[config.mk]
export PLATFORM = sky130hd
export DESIGN_NAME = pc_fetch_sequencer
export DESIGN_NICKNAME = d
export VERILOG_FILES = /design/src/rtl/pc_fetch_pkg.sv /design/src/rtl/pc_squash_counter.sv /design/src/rtl/pc_fetch_sequencer.sv
export SDC_FILE = /design/constraint.sdc
export NUM_CORES = 1
export LEC_CHECK = 0
export ABC_CLOCK_PERIOD_IN_PS = 4200
export CAP_MARGIN = 5
export CORE_ASPECT_RATIO = 1.4
export CORE_UTILIZATION = 44
export DETAILED_ROUTE_END_ITERATION = 16
export PLACE_DENSITY = 0.85
export RECOVER_POWER = 100
export SLEW_MARGIN = 10
export SYNTH_ARGS = -nofsm -noshare
export SYNTH_HDL_FRONTEND = slang
export SYNTH_SLANG_ARGS = --single-unit
export TNS_END_PERCENT = 50
[constraint.sdc]
create_clock -name clk -period 4.2 [get_ports clk]
set_clock_uncertainty 0.2 [all_clocks]
set_input_delay 0.84 -clock clk [delete_from_list [all_inputs] [get_ports clk]]
set_output_delay 0.84 -clock clk [all_outputs]
set_load 0.05 [all_outputs]
[src/rtl/pc_fetch_pkg.sv]
`default_nettype none
// ============================================================================
// Module      : pc_fetch_pkg
// Description : Shared state encoding and constants for the PC fetch sequencer.
// Revision    : 1.0 - initial release
// ============================================================================
package pc_fetch_pkg;

    typedef logic [1:0] state_t;

    localparam state_t c_IDLE   = 2'd0;
    localparam state_t c_WAIT   = 2'd1;
    localparam state_t c_SQUASH = 2'd2;

    localparam int c_PC_INC            = 4;
    localparam int c_SQUASH_CNT_WIDTH  = 16;

endpackage
`default_nettype wire

[src/rtl/pc_squash_counter.sv]
`default_nettype none
// ============================================================================
// Module      : pc_squash_counter
// Description : Saturating up-counter with enable; counts dropped fetch responses.
// Revision    : 1.0 - initial release
// ============================================================================
module pc_squash_counter #(
    parameter int WIDTH = 16
) (
    input  logic             clk,
    input  logic             reset,
    input  logic             en,
    output logic [WIDTH-1:0] count
);

    logic [WIDTH-1:0] r_count;

    always_ff @(posedge clk) begin
        if (reset) begin
            r_count <= '0;
        end else if (en && (r_count != {WIDTH{1'b1}})) begin
            r_count <= r_count + 1'b1;
        end
    end

    assign count = r_count;

endmodule
`default_nettype wire

[src/rtl/pc_fetch_sequencer.sv]
`default_nettype none
// ============================================================================
// Module      : pc_fetch_sequencer
// Description : Owns the PC, issues req/ack instruction fetches, squashes
//               wrong-path responses. Optional macro PC_FETCH_SQUASH_COUNT_EN
//               adds a saturating squash_count output.
// Revision    : 1.0 - initial release
// ============================================================================
module pc_fetch_sequencer
    import pc_fetch_pkg::*;
#(
    parameter int                    PC_WIDTH    = 6,
    parameter int                    INSTR_WIDTH = 32,
    parameter logic [PC_WIDTH-1:0]   RESET_PC    = '0
) (
    input  logic                     clk,
    input  logic                     reset,
    input  logic                     stall,
    input  logic                     redirect_valid,
    input  logic [PC_WIDTH-1:0]      redirect_pc,
    output logic                     imem_req,
    output logic [PC_WIDTH-1:0]      imem_addr,
    input  logic                     imem_ack,
    input  logic [INSTR_WIDTH-1:0]   imem_rdata,
    output logic                     instr_valid,
    output logic [INSTR_WIDTH-1:0]   instr,
    output logic [PC_WIDTH-1:0]      instr_pc,
    output logic [PC_WIDTH-1:0]      pc_next
`ifdef PC_FETCH_SQUASH_COUNT_EN
    ,
    output logic [c_SQUASH_CNT_WIDTH-1:0] squash_count
`endif
);

    state_t                  r_state;
    state_t                  w_state_nxt;
    logic [PC_WIDTH-1:0]     r_pc;
    logic [PC_WIDTH-1:0]     r_addr;
    logic [PC_WIDTH-1:0]     r_instr_pc;
    logic [INSTR_WIDTH-1:0]  r_instr;
    logic                    r_instr_valid;
    logic [PC_WIDTH-1:0]     w_redirect_pc;
    logic [PC_WIDTH-1:0]     w_pc_inc;
    logic [PC_WIDTH-1:0]     w_pc_d;
    logic                    w_deliver;
    logic                    w_drop;
    logic                    w_start;
    logic                    w_unused_lsb;

    assign w_redirect_pc = {redirect_pc[PC_WIDTH-1:2], 2'b00};
    assign w_unused_lsb  = ^redirect_pc[1:0];
    assign w_pc_inc      = r_pc + PC_WIDTH'(c_PC_INC);

    always_ff @(posedge clk) begin
        if (reset) begin
            r_state <= c_IDLE;
        end else begin
            r_state <= w_state_nxt;
        end
    end

    always_comb begin
        w_state_nxt = r_state;
        case (r_state)
            c_IDLE: begin
                w_state_nxt = stall ? c_IDLE : c_WAIT;
            end
            c_WAIT: begin
                if (imem_ack) begin
                    w_state_nxt = stall ? c_IDLE : c_WAIT;
                end else if (redirect_valid) begin
                    w_state_nxt = c_SQUASH;
                end
            end
            c_SQUASH: begin
                if (imem_ack) begin
                    w_state_nxt = stall ? c_IDLE : c_WAIT;
                end
            end
            default: begin
                w_state_nxt = c_IDLE;
            end
        endcase
    end

    // A new request begins on leaving IDLE or on the ack that closes the current one.
    always_comb begin
        imem_req  = (r_state != c_IDLE);
        w_deliver = (r_state == c_WAIT) && imem_ack && !redirect_valid;
        w_drop    = imem_ack && (((r_state == c_WAIT) && redirect_valid) ||
                                 (r_state == c_SQUASH));
        w_start   = (w_state_nxt == c_WAIT) && ((r_state == c_IDLE) || imem_ack);
    end

    // Redirect always beats the sequential increment.
    always_comb begin
        w_pc_d = r_pc;
        if (redirect_valid) begin
            w_pc_d = w_redirect_pc;
        end else if (w_deliver) begin
            w_pc_d = w_pc_inc;
        end
    end

    always_ff @(posedge clk) begin
        if (reset) begin
            r_pc          <= RESET_PC;
            r_addr        <= RESET_PC;
            r_instr       <= '0;
            r_instr_pc    <= RESET_PC;
            r_instr_valid <= 1'b0;
        end else begin
            r_pc          <= w_pc_d;
            r_instr_valid <= w_deliver;
            if (w_start) begin
                r_addr <= w_pc_d;
            end
            if (w_deliver) begin
                r_instr    <= imem_rdata;
                r_instr_pc <= r_pc;
            end
        end
    end

    assign imem_addr   = r_addr;
    assign instr_valid = r_instr_valid;
    assign instr       = r_instr;
    assign instr_pc    = r_instr_pc;
    assign pc_next     = r_instr_pc + PC_WIDTH'(c_PC_INC);

`ifdef PC_FETCH_SQUASH_COUNT_EN
    pc_squash_counter #(
        .WIDTH (c_SQUASH_CNT_WIDTH)
    ) u_squash_counter (
        .clk   (clk),
        .reset (reset),
        .en    (w_drop),
        .count (squash_count)
    );
`else
    logic w_unused_drop;
    assign w_unused_drop = w_drop;
`endif

endmodule
`default_nettype wire

* Word-level counts from Yosys, hierarchy flattened *
Cells that the tools add are included.
Widths: inputs -> output; s select.

word-level totals
  register bits after elaboration = 53
  bits of input ports = 43
  output and inout port bits = 52
  logic and storage cells = 25

operators by class
  add/subtract/negate cells = 2
  equality and inequality tests = 3
  multiplexer cells = 7
  reduce and logical (&&, ||, !) cells = 7

operator list
  kind                 count
  $add 6x3->6 const B  2
  $mux 6               2
  $mux 2               3
  $pmux 2 s3           1
  $eq 2x1->1 const B   2
  $logic_and 1x1->1    3
  $eq 2x2->1 const B   1
  $logic_not 2->1      1
  $reduce_bool 2->1    1
  $logic_not 1->1      1
  $logic_or 1x1->1     1
  $mux 1               1

* Logic depth before layout (Yosys ltp) *
  word-level depth = 5
  depth in mapped cells = 6
  mapped depth without buffers = 4

* Worst setup path before layout *
No wires, ideal clock.

  path kind = register to output
  start = register r_instr_pc[2], in the netlist instr_pc[2]
  end = output pc_next[5]
  arrival time = 1.683 ns
  data required time = 3.160 ns
  path slack = 1.477 ns
  stages on the path, launching flop included = 3
  buffers on the path = 0
  cell sequence = dfxtp_1 nand3_1 xnor2_1

on the way
  word-level cells in the longest chain between the ends = 1

ends and longest elaborated chain
  what                    RTL line                   RTL
  start, declared         pc_fetch_sequencer.sv:39   logic [PC_WIDTH-1:0] r_instr_pc;
  start signal, assigned  pc_fetch_sequencer.sv:120  r_instr_pc <= r_pc;
  $add 6x3->6             pc_fetch_sequencer.sv:129  assign pc_next = r_instr_pc + PC_WIDTH'(c_PC_INC);
  end, declared           pc_fetch_sequencer.sv:28   output logic [PC_WIDTH-1:0] pc_next

Every way passes these cells.

* Worst setup path in the final report *
  start = input redirect_valid
  end = register r_addr[3], in the netlist imem_addr[3]

on the way
  word-level cells in the longest chain between the ends = 5
  elaborated cells on any way between the ends = 9
  classes of those cells = eq/ne: 1; mux: 5; reduce/logical: 3

ends and longest elaborated chain
  what                  RTL line                   RTL
  start, declared       pc_fetch_sequencer.sv:19   input logic redirect_valid,
  $mux 2                pc_fetch_sequencer.sv:71   end else if (redirect_valid) begin
  $mux 2                pc_fetch_sequencer.sv:69   if (imem_ack) begin
  $pmux 2 s3            pc_fetch_sequencer.sv:64   case (r_state)
  $eq 2x1->1            pc_fetch_sequencer.sv:92   w_start = (w_state_nxt == c_WAIT) && ((r_state == c_IDLE) || imem_ack);
  $logic_and 1x1->1     pc_fetch_sequencer.sv:92
  end signal, assigned  pc_fetch_sequencer.sv:116  r_addr <= w_pc_d;
  end, declared         pc_fetch_sequencer.sv:38   logic [PC_WIDTH-1:0] r_addr;

Parallel ways exist; a longest one is shown, timed or not.
A chain may end at the register's enable or synchronous reset.

==> flow_summary.yaml <==
clock_network:
  cts_resized: 0
  h-tree-depth: 2
  root_buffer: "clkbuf_8"
  clk_pin_slew_worst_paths_ps: 90
  cts_setup_buffers: 0
  clkLatencyLatePin_ps: 290
  cts_tree: "done"
  clk_path_buf_depth: 2
  hold_buffers: 0
  clkSinkCount: 53
  cts_made_buffers: 5
place:
  place_area_um2: 2950
  numPortBuffers: 92
  place_ws_ps: 875
  dp_hpwl_um: 3260
  gp_congestion: 0.704
yosys:
  ys_top_cells_by_area: "dfxtp_1, nand2_1, a21oi_1, buf_6, o41ai_2"
  avgSynthCellArea_um2: 8.60
  yosysWarnings: 0
  synth_top_cell_area_share_pct: 51.6
  synth_edf_count: 0
  synthFlopType: "dfxtp_1"
  syn_area_um2: 2060
  synthCells: 239
  post-synth-top-area-cell: "dfxtp_1"
  yosysSeqAreaShare_pct: 51.6
  synthArstFlopShare_pct: 0
  yosys.cell_types.count: 31
  synth_nets: 284
  post-synth-top-count-cell: "nand2_1"
  synth_common_cells: "nand2_1, dfxtp_1, a21oi_1"
  ys_ff_latch: 53
job:
  maxCapViolations: 0
detailed_routing:
  drc: 0
  detail_route.wl_per_cell_um: 12.2
  dr.pass1.iters: 4
  drt_wl_total_um: 4690
  ant_nets: 0
  vias_per_cell: 4.90
  routed-via-count: 1883
  drt_iter0_drc: 67
sta:
  hold_viol: 0
  timing.hold.ws_ps: 252
  setup_viol: 0
  worst_slew_margin_rel_pct: 34.3
  max_freq_mhz: 340
  period_needed_ps: 2940
  setup_tns_ps: 0
  timing.final.crit_share_pct: 70.0
  drv_slew: 0
  setup_slack_ps: 1260
  tightest_slew_ps: 986
  rsz0062_at_grt: "no"
global_routing:
  grt.total_usage_pct: 19.4
  grt_max_degree: 57
  antenna_found_initial: 0
  grt_pass1_wl_um: 7530
  grt_pass1_vias: 1752
  grt.overflow.total: 0
setup_path:
  path_buf_inv: 1
  arrival_ps: 2880
  r2r_cells: 4
  crit_slowest_cell: "and4bb_1"
  crit_type: "in2reg"
  end_kind: "flip-flop"
  reg2reg_to: "imem_addr[3]"
  r2r_start: "r_state[1]"
  crit_fanout: 18
  start_kind: "input port"
  cp.depth: 5
  crit_required_ps: 4140
  slowest_delay_ps: 730
  critPathTopFamily: "simple AND/OR/NAND/NOR gates"
  crit_path_end: "imem_addr[3]"
  startpoint: "redirect_valid"
  reg2reg_slack_ps: 2230
  cp_cell_sequence: "dlygate4sd3_1 > and4bb_1 > nor3b_1 > a221oi_1 > a211oi_2"
die:
  core_um2: 4500
  die_height_um: 82.9
  rows: 29
  dieArea_um2: 4950
  initial_core_util_pct: 45.7
  pin_count: 95
  die_w_um: 59.8
status:
  status: "finished clean"
cells_and_area:
  fin_nets: 367
  antenna_cells: 0
  postLayoutCellArea_um2: 3010
  syn_to_final_growth_pct: 46.5
  drive_above_1_share_pct: 4.35
power:
  ir_worst_vdd_uv: 242
  p_leak_uw: 0.00123
  power_density_nw_per_um2: 315
min_path:
  holdCritPathClass: "reg2reg"
cells in the final DEF (no fill, tap or decap), types with 3 or more instances in the layout:
cell type	count
nand3b_1	5
clkbuf_8	6
nor2_1	4
nand2_1	80
nor3b_1	4
nand3_1	3
nor2b_1	3
a21oi_1	44
dfxtp_1	53
dlygate4sd3_1	54
clkdlybuf4s50_1	37
nor3_1	4
power by group:
part	internal, µW	switching (µW)	total (µW)
Sequential	516	8.04	524
Clock	131	148	279
Combinational	62.5	82.2	145
cell families after synthesis:
family / after synthesis / synth area share [%]
XOR/XNOR: 2 / 0.852
adder cells (fa/ha/maj): 2 / 1.22
multiplexers: 1 / 0.548
AO/OA/AOI/OAI: 54 / 16.7
buffers and inverters: 20 / 6.03
flip-flops: 53 / 51.6
AND/OR/NAND/NOR: 107 / 23.0
worst min-delay path by stage:
| stage | startpoint | endpoint | slack [ps] | cells past startpoint |
|---|---|---|---|---|
| floorplan | r_pc[0] | instr_pc[0] | 240 | 2 |
| global placement | instr[17] | instr[17] | 240 | 2 |
| detailed placement | instr[30] | instr[30] | 250 | 2 |
| CTS | instr[30] | instr[30] | 260 | 2 |
| global route | instr[30] | instr[30] | 270 | 2 |
| finish | instr[25] | instr[25] | 250 | 2 |
final cells by class:
cell class,count,area (µm²)
fill,410,1490
sequential,53,1060
timing repair buffer,94,931
multi-input combinational,166,848
clock buffer,7,86.3
tap,62,77.6
inverter,2,7.51
state kept, by name (all words and copies together), names as in the netlist:
signal / count
imem_addr: 6
instr: 32
instr_pc: 6
instr_valid: 1
r_pc: 6
r_state: 2
per-stage QoR:
| stage | util (%) | cells | power, µW |
|---|---|---|---|
| after floorplan | - | 239 | 622 |
| after CTS | 67.4 | 384 | 969 |
| final | 66.9 | 384 | 948 |
| after global placement | 65.5 | 377 | 686 |
| after detailed placement | 65.5 | 377 | 689 |
| after global routing | 66.9 | 384 | 988 |
tightest hold or removal path, delay by kind of cell, from the launching register on:
family	cells	cell delay, ps
AOI/OAI and AO/OA	1	50
DFF	1	310
and+or+nand+nor	1	50
routing by layer:
layer / wire (µm) / GRT usage (%) / part of all wire, %
met5: 0 / 0 / 0
met4: 164 / 10.6 / 3.5
met3: 293 / 4.67 / 6.3
met2: 2270 / 32.8 / 48
met1: 1960 / 21.2 / 42
No activity file was read; power rests on OpenSTA's default activity.
